`src/rtl/serial_sub.sv`:
```
// ----------------------------------------------------------------------------
// serial_sub -- bit-serial unsigned subtractor
//
// Computes (a - b) mod 2^WIDTH one bit per clock, LSB first. It uses a single
// full-subtractor cell (fsub) and registers the cell's borrow-out so that it
// becomes the borrow-in of the next bit. Operands are accepted through a
// start/done handshake.
//
// Ports (serial_sub):
//   clk     in   1      clock, all state changes on the rising edge
//   rst_n   in   1      synchronous active-low reset
//   start   in   1      request, only looked at while idle
//   a       in   WIDTH  minuend, captured on the accepting edge
//   b       in   WIDTH  subtrahend, captured on the accepting edge
//   busy    out  1      high while a subtraction is in progress
//   done    out  1      one-cycle completion pulse
//   diff    out  WIDTH  (a - b) mod 2^WIDTH, held until the next completion
//   borrow  out  1      final borrow-out (a < b), held together with diff
//
// Ports (fsub):
//   a, b, bin  in   1  minuend bit, subtrahend bit, borrow-in
//   d, bout    out 1  difference bit, borrow-out
// ----------------------------------------------------------------------------

module fsub (
    input  logic a,
    input  logic b,
    input  logic bin,
    output logic d,
    output logic bout
);

    assign d    = a ^ b ^ bin;
    // A borrow leaves this bit when 0-1 happens, or when the bits are equal
    // and a borrow came in from below.
    assign bout = (~a & b) | (~(a ^ b) & bin);

endmodule

module serial_sub #(
    parameter int WIDTH = 8
) (
    input  logic             clk,
    input  logic             rst_n,
    input  logic             start,
    input  logic [WIDTH-1:0] a,
    input  logic [WIDTH-1:0] b,
    output logic             busy,
    output logic             done,
    output logic [WIDTH-1:0] diff,
    output logic             borrow
);

    localparam int CW = $clog2(WIDTH) + 1;
    localparam logic [CW-1:0] LAST_CNT = CW'(WIDTH - 1);

    localparam logic [0:0] IDLE = 1'b0;
    localparam logic [0:0] RUN  = 1'b1;

    logic [0:0]       r_state;
    logic [WIDTH-1:0] r_sa;
    logic [WIDTH-1:0] r_sb;
    logic [WIDTH-1:0] r_sd;
    logic             r_br;
    logic [CW-1:0]    r_cnt;
    logic [WIDTH-1:0] r_diff;
    logic             r_borrow;
    logic             r_done;

    logic             w_d;
    logic             w_bout;
    logic             w_unused_sd_lsb;

    fsub u_fsub (
        .a    (r_sa[0]),
        .b    (r_sb[0]),
        .bin  (r_br),
        .d    (w_d),
        .bout (w_bout)
    );

    // The LSB of the result shift register always falls off the end on the
    // final shift, so it never reaches diff.
    assign w_unused_sd_lsb = r_sd[0];

    always_ff @(posedge clk) begin
        if (!rst_n) begin
            r_state  <= IDLE;
            r_sa     <= '0;
            r_sb     <= '0;
            r_sd     <= '0;
            r_br     <= 1'b0;
            r_cnt    <= '0;
            r_diff   <= '0;
            r_borrow <= 1'b0;
            r_done   <= 1'b0;
        end else begin
            r_done <= 1'b0;
            case (r_state)
                IDLE: begin
                    if (start) begin
                        r_sa    <= a;
                        r_sb    <= b;
                        r_sd    <= '0;
                        r_br    <= 1'b0;
                        r_cnt   <= '0;
                        r_state <= RUN;
                    end
                end
                RUN: begin
                    r_sd  <= {w_d, r_sd[WIDTH-1:1]};
                    r_sa  <= {1'b0, r_sa[WIDTH-1:1]};
                    r_sb  <= {1'b0, r_sb[WIDTH-1:1]};
                    r_br  <= w_bout;
                    r_cnt <= r_cnt + 1'b1;
                    // The MSB is being resolved right now, so the finished
                    // result is the current bit on top of the shifted partial.
                    if (r_cnt == LAST_CNT) begin
                        r_diff   <= {w_d, r_sd[WIDTH-1:1]};
                        r_borrow <= w_bout;
                        r_done   <= 1'b1;
                        r_state  <= IDLE;
                    end
                end
                default: r_state <= IDLE;
            endcase
        end
    end

    assign busy   = (r_state == RUN);
    assign done   = r_done;
    assign diff   = r_diff;
    assign borrow = r_borrow;

endmodule

```
`config.mk`:
```
export PLATFORM = sky130hd
export DESIGN_NAME = serial_sub
export DESIGN_NICKNAME = d
export VERILOG_FILES = /design/src/rtl/serial_sub.sv
export SDC_FILE = /design/constraint.sdc
export NUM_CORES = 1
export LEC_CHECK = 0
export BUFFER_PORTS_ARGS = -buffer_cell sky130_fd_sc_hd__clkbuf_2
export CAP_MARGIN = 20
export CORE_ASPECT_RATIO = 1.5
export CORE_UTILIZATION = 50
export CTS_CLUSTER_SIZE = 20
export DETAILED_ROUTE_END_ITERATION = 16
export GPL_TIMING_DRIVEN = 1
export PLACE_DENSITY = 0.84
export SKIP_CTS_REPAIR_TIMING = 1
export SLEW_MARGIN = 40
export SYNTH_ARGS = -nofsm -noshare
export SYNTH_HDL_FRONTEND = slang
export SYNTH_SLANG_ARGS = --single-unit
```
`constraint.sdc`:
```
create_clock -name clk -period 3.25 [get_ports clk]
set_input_delay 0.4875 -clock clk [delete_from_list [all_inputs] [get_ports clk]]
set_output_delay 0.4875 -clock clk [all_outputs]
set_load 0.005 [all_outputs]
```
* After elaboration in Yosys (flattened, before gate mapping)
Index checks and enable logic that the tools add are counted.
** Cells by class
- Mux-type cells :: 14
- Bitwise gates (word level) :: 8
- $add $sub $neg :: 1
- Reduce and logical (&&, ||, !) cells :: 2
- Equality and inequality tests :: 2
** Operator list (number)
- $pmux 8 s2 :: 3
- $mux 8 :: 3
- $pmux 4 s2 :: 1
- $add 4x1->4 const B :: 1
- $eq 4x3->1 const B :: 1
- $mux 1 :: 4
- $mux 4 :: 1
- $pmux 1 s2 :: 2
- $reduce_and 2->1 :: 2
- $not 1->1 :: 3
- $and 1x1->1 :: 2
- $ne 2x2->1 const B :: 1
- $xor 1x1->1 :: 2
- $or 1x1->1 :: 1
** Word-level totals
- Logic and storage cells :: 36
- Register bits :: 40
- Output and inout port bits :: 11
- Input port bits :: 19

* Longest topological paths before layout
- Depth in word-level cells :: 5
- Gate-level depth with buffers :: 5
- Depth with buffers taken out :: 4

* Modules after synthesis
From an unflattened synthesis, not the netlist that was laid out.
** Unflattened totals
- Cells, all modules :: 155
- Area, all modules :: 1616.6 um2
** Modules (own cells, without submodules)
- serial_sub :: cells an instance 151, area an instance 1585.3 um2, sequential area each 780.7 um2, times used 1
- fsub :: cells an instance 4, area an instance 31.3 um2, sequential area each 0.0 um2, times used 1

* Least setup slack after synthesis
Ideal clock, no wire load.
- Path type :: input port to flip-flop
- From :: input start
- To :: register r_sb[3]
- Arrival :: 1.181 ns
- Cell stages on the path :: 5
- Setup slack :: 1.954 ns
- Setup time :: 0.115 ns
- Buffers on the path :: 2
- Data required time :: 3.135 ns
- Cells stage by stage :: buf_4 -> buf_6 -> mux2i_1 -> o21ai_0 -> and2_1
** Between the ends
- Cells in the longest elaborated chain, start to end :: 1
** RTL lines
- start: declaration :: RTL line 45 : input logic start,
- $ne 2x2->1 (no line)
- end signal: assignment :: RTL line 113 : r_sb <= {1'b0, r_sb[WIDTH-1:1]};
- end: declaration :: RTL line 62 : logic [WIDTH-1:0] r_sb;
Every way passes these cells.
A chain may end at the register's enable or synchronous reset.

* Worst setup path after layout
- From :: register r_state (netlist: busy)
- To :: register r_diff[7] (netlist: diff[7])
** Between the ends
- Cells in the longest elaborated chain, start to end :: 1
** RTL lines
- start: declaration :: RTL line 60 : logic [0:0] r_state;
- start signal: assignment :: RTL line 88 : r_state <= IDLE;
- start signal: assignment :: RTL line 107 : r_state <= RUN;
- start signal: assignment :: RTL line 122 : r_state <= IDLE;
- $reduce_and 2->1 (no line)
- end signal: assignment :: RTL line 119 : r_diff <= {w_d, r_sd[WIDTH-1:1]};
- end: declaration :: RTL line 66 : logic [WIDTH-1:0] r_diff;
Every way passes these cells.

==> flow_summary.toml <==
[sta]
post-route-min-period_ns = 1.65
timing.fmax_mhz = 607
rsz0062_at_grt = "no"
finalMaxSlewViolations = 0
fin_skew_ns = 0.00530
hold_viol_final = 0
relSlewSlack = 0.524
timing.final.crit_share = 0.507
final.setup.tns_ns = 0
max_slew.worst_pin.slew_ns = 0.715
setup_viol = 0
setup_ws_ns = 1.60

[global_routing]
grt_max_degree = 52
grt_first_pass_wirelength_um = 4710
grt_usage = 0.175
grt_pass1_vias = 1123
grt_antenna_before_repair = 0
grt.overflow.total = 0

[power_and_ir_drop]
max-vdd-ir-drop_uv = 278
power_density_nw_per_um2 = 473
p_leak_nw = 0.784

[logic_synthesis]
synth.top_cells.by_count = "dfxtp_1, mux2i_1, nand2_1"
synth_most_common_cell = "dfxtp_1"
synthTopCellsByArea = "dfxtp_1, mux2i_1, and2_1, nor2b_1, a22o_1"
syn_nets = 194
ys_warn_count = 0
synth_edf_count = 0
synth.distinct_cells = 26
ys_ff_latch = 39
syn_area_sq_um = 1660
synth_cells = 173
synth-async-reset-ratio = 0
syn_avg_cell_area_sq_um = 9.60
synth_top_area_frac = 0.470
yosysTopAreaCell = "dfxtp_1"
synth_seq_area_share = 0.470
synth-main-ff-cell = "dfxtp_1"

[placed_design]
dp_cells = 229
gp_congestion = 0.705
dp_slack_ns = 1.51
hpwlAfterDp_um = 1880
io_buffer_count = 29

[layout]
drive_above_1_share = 0.185
final_core_util = 0.583
n_antenna_cell = 0
areaGrowthSynthToFinish_pct = 11.0
fin_cells = 235
nets = 217

[drt]
routed_via_density = 5.23
postRouteAntennaNets = 0
drt_iter0_drc = 21
drc = 0
drt_pass1_iterations = 4
num_vias = 1230
routed_wl_um = 2720
post_drt_wl_per_cell_um = 11.6

[worst_setup_path]
r2r_slack_ns = 1.60
cp-end-kind = "flip-flop"
critPathArrivalTime_ns = 1.88
critPathKind = "reg2reg"
cp.required_ns = 3.48
worstPathCellList = "buf_4, and4b_1, nor2b_1, a22o_1"
r2r-start = "busy"
cpPeakStageDelay_ns = 0.48
start_kind = "flip-flop"
path_max_fanout = 51
slowest_stage = "nor2b_1"
critPathLaunch = "busy"

[die]
fp.dieH_um = 72.6
dieArea_sq_um = 3560
die_x_um = 49.1
coreArea_sq_um = 3160
num_rows = 25
ios = 30
initial_core_util = 0.526

[clock_network]
cts-root-buf = "clkbuf_8"
htree_levels = 2
clock_sinks = 39
cts_tree = "done"
cts_made_buffers = 5
worstSkewPairLatency_ns = 0.28
cts.path.max_buffers = 2
clkTransAtPathRegs_ns = 0.07

[run]
cap_viol_max_count = 0

[worst_hold_path]
hp-start = "b[7]"
min_path_type = "in2reg"

[outcome]
status = "finished clean"
[cell type report]
type	instances	area (sq um)
Fill cell	309	1320
Sequential cell	39	781
Multi-Input combinational cell	116	772
Timing Repair Buffer	30	153
Clock buffer	6	72.6
Tap cell	40	50.0
Inverter	4	15.0
[logic make-up after synthesis]
logic type	synth area share
flops	0.470
simple gates	0.207
buf+inv	0.0648
compound gates	0.136
mux	0.102
fa+ha+maj	0.0196
[path summary, 6_finish.rpt]
kind	endpoint	cells past startpoint
worst min-delay path	r_sb[7]	3
worst max-delay path	diff[7]	4
worst max register to register	diff[7]	4
worst min register to register	diff[0]	1
[sequential cells by signal (all words and copies together), names as in the netlist]
register and count:
r_sd 7, r_sb 8, r_br 1, r_cnt 4, done 1, borrow 1, busy 1, diff 8
r_sa 8
[through the flow]
step | hold WS, ns | area, sq um | total power, mW
after detailed placement | 0.466 | 1770 | 0.596
after global placement | 0.443 | 1770 | 0.593
after global routing | 0.451 | 1840 | 0.916
final | 0.445 | 1840 | 0.873
after floorplan | 0.434 | 1660 | 0.578
after CTS | 0.437 | 1840 | 0.886
[power by group]
group,leakage (nW),total (mW),switching [mW],internal [mW]
Sequential,0.317,0.505,0.0105,0.494
Combinational,0.430,0.0793,0.0417,0.0376
Clock,0.0371,0.289,0.146,0.143
Total,0.784,0.873,0.198,0.674
[worst max-delay path: cells and delay by family (launching register included)]
kind	cells	cell delay, ns
and+or+nand+nor	2	0.73
DFF	1	0.35
buffers and inverters	1	0.28
AOI/OAI and AO/OA	1	0.23
[placed cells by master (no fill, tap or decap)]
cell and count:
and2_4 1, clkbuf_1 1, nor2b_1 13, fa_1 1
buf_4 1, ha_1 1, clkbuf_2 29, and4b_1 1
a21oi_1 10, nor3_1 1, a21o_1 1, clkbuf_8 5
nand2_1 16, dfxtp_1 39, inv_1 4, a31oi_1 1
nor2_1 3, a22o_1 9, o21a_1 1, nand3_1 1
nand2b_1 1, mux2i_1 17, and2_1 14, nand4b_1 1
nor3b_1 8, o21ai_0 15
[routing by layer]
layer,up-vias,part of all wire,track usage
li1,628,-,-
met1,565,0.43,0.183
met2,30,0.50,0.313
met3,7,0.045,0.0542
met4,0,0.023,0.0882
met5,-,0,0
(Power assumes the default switching activity.)
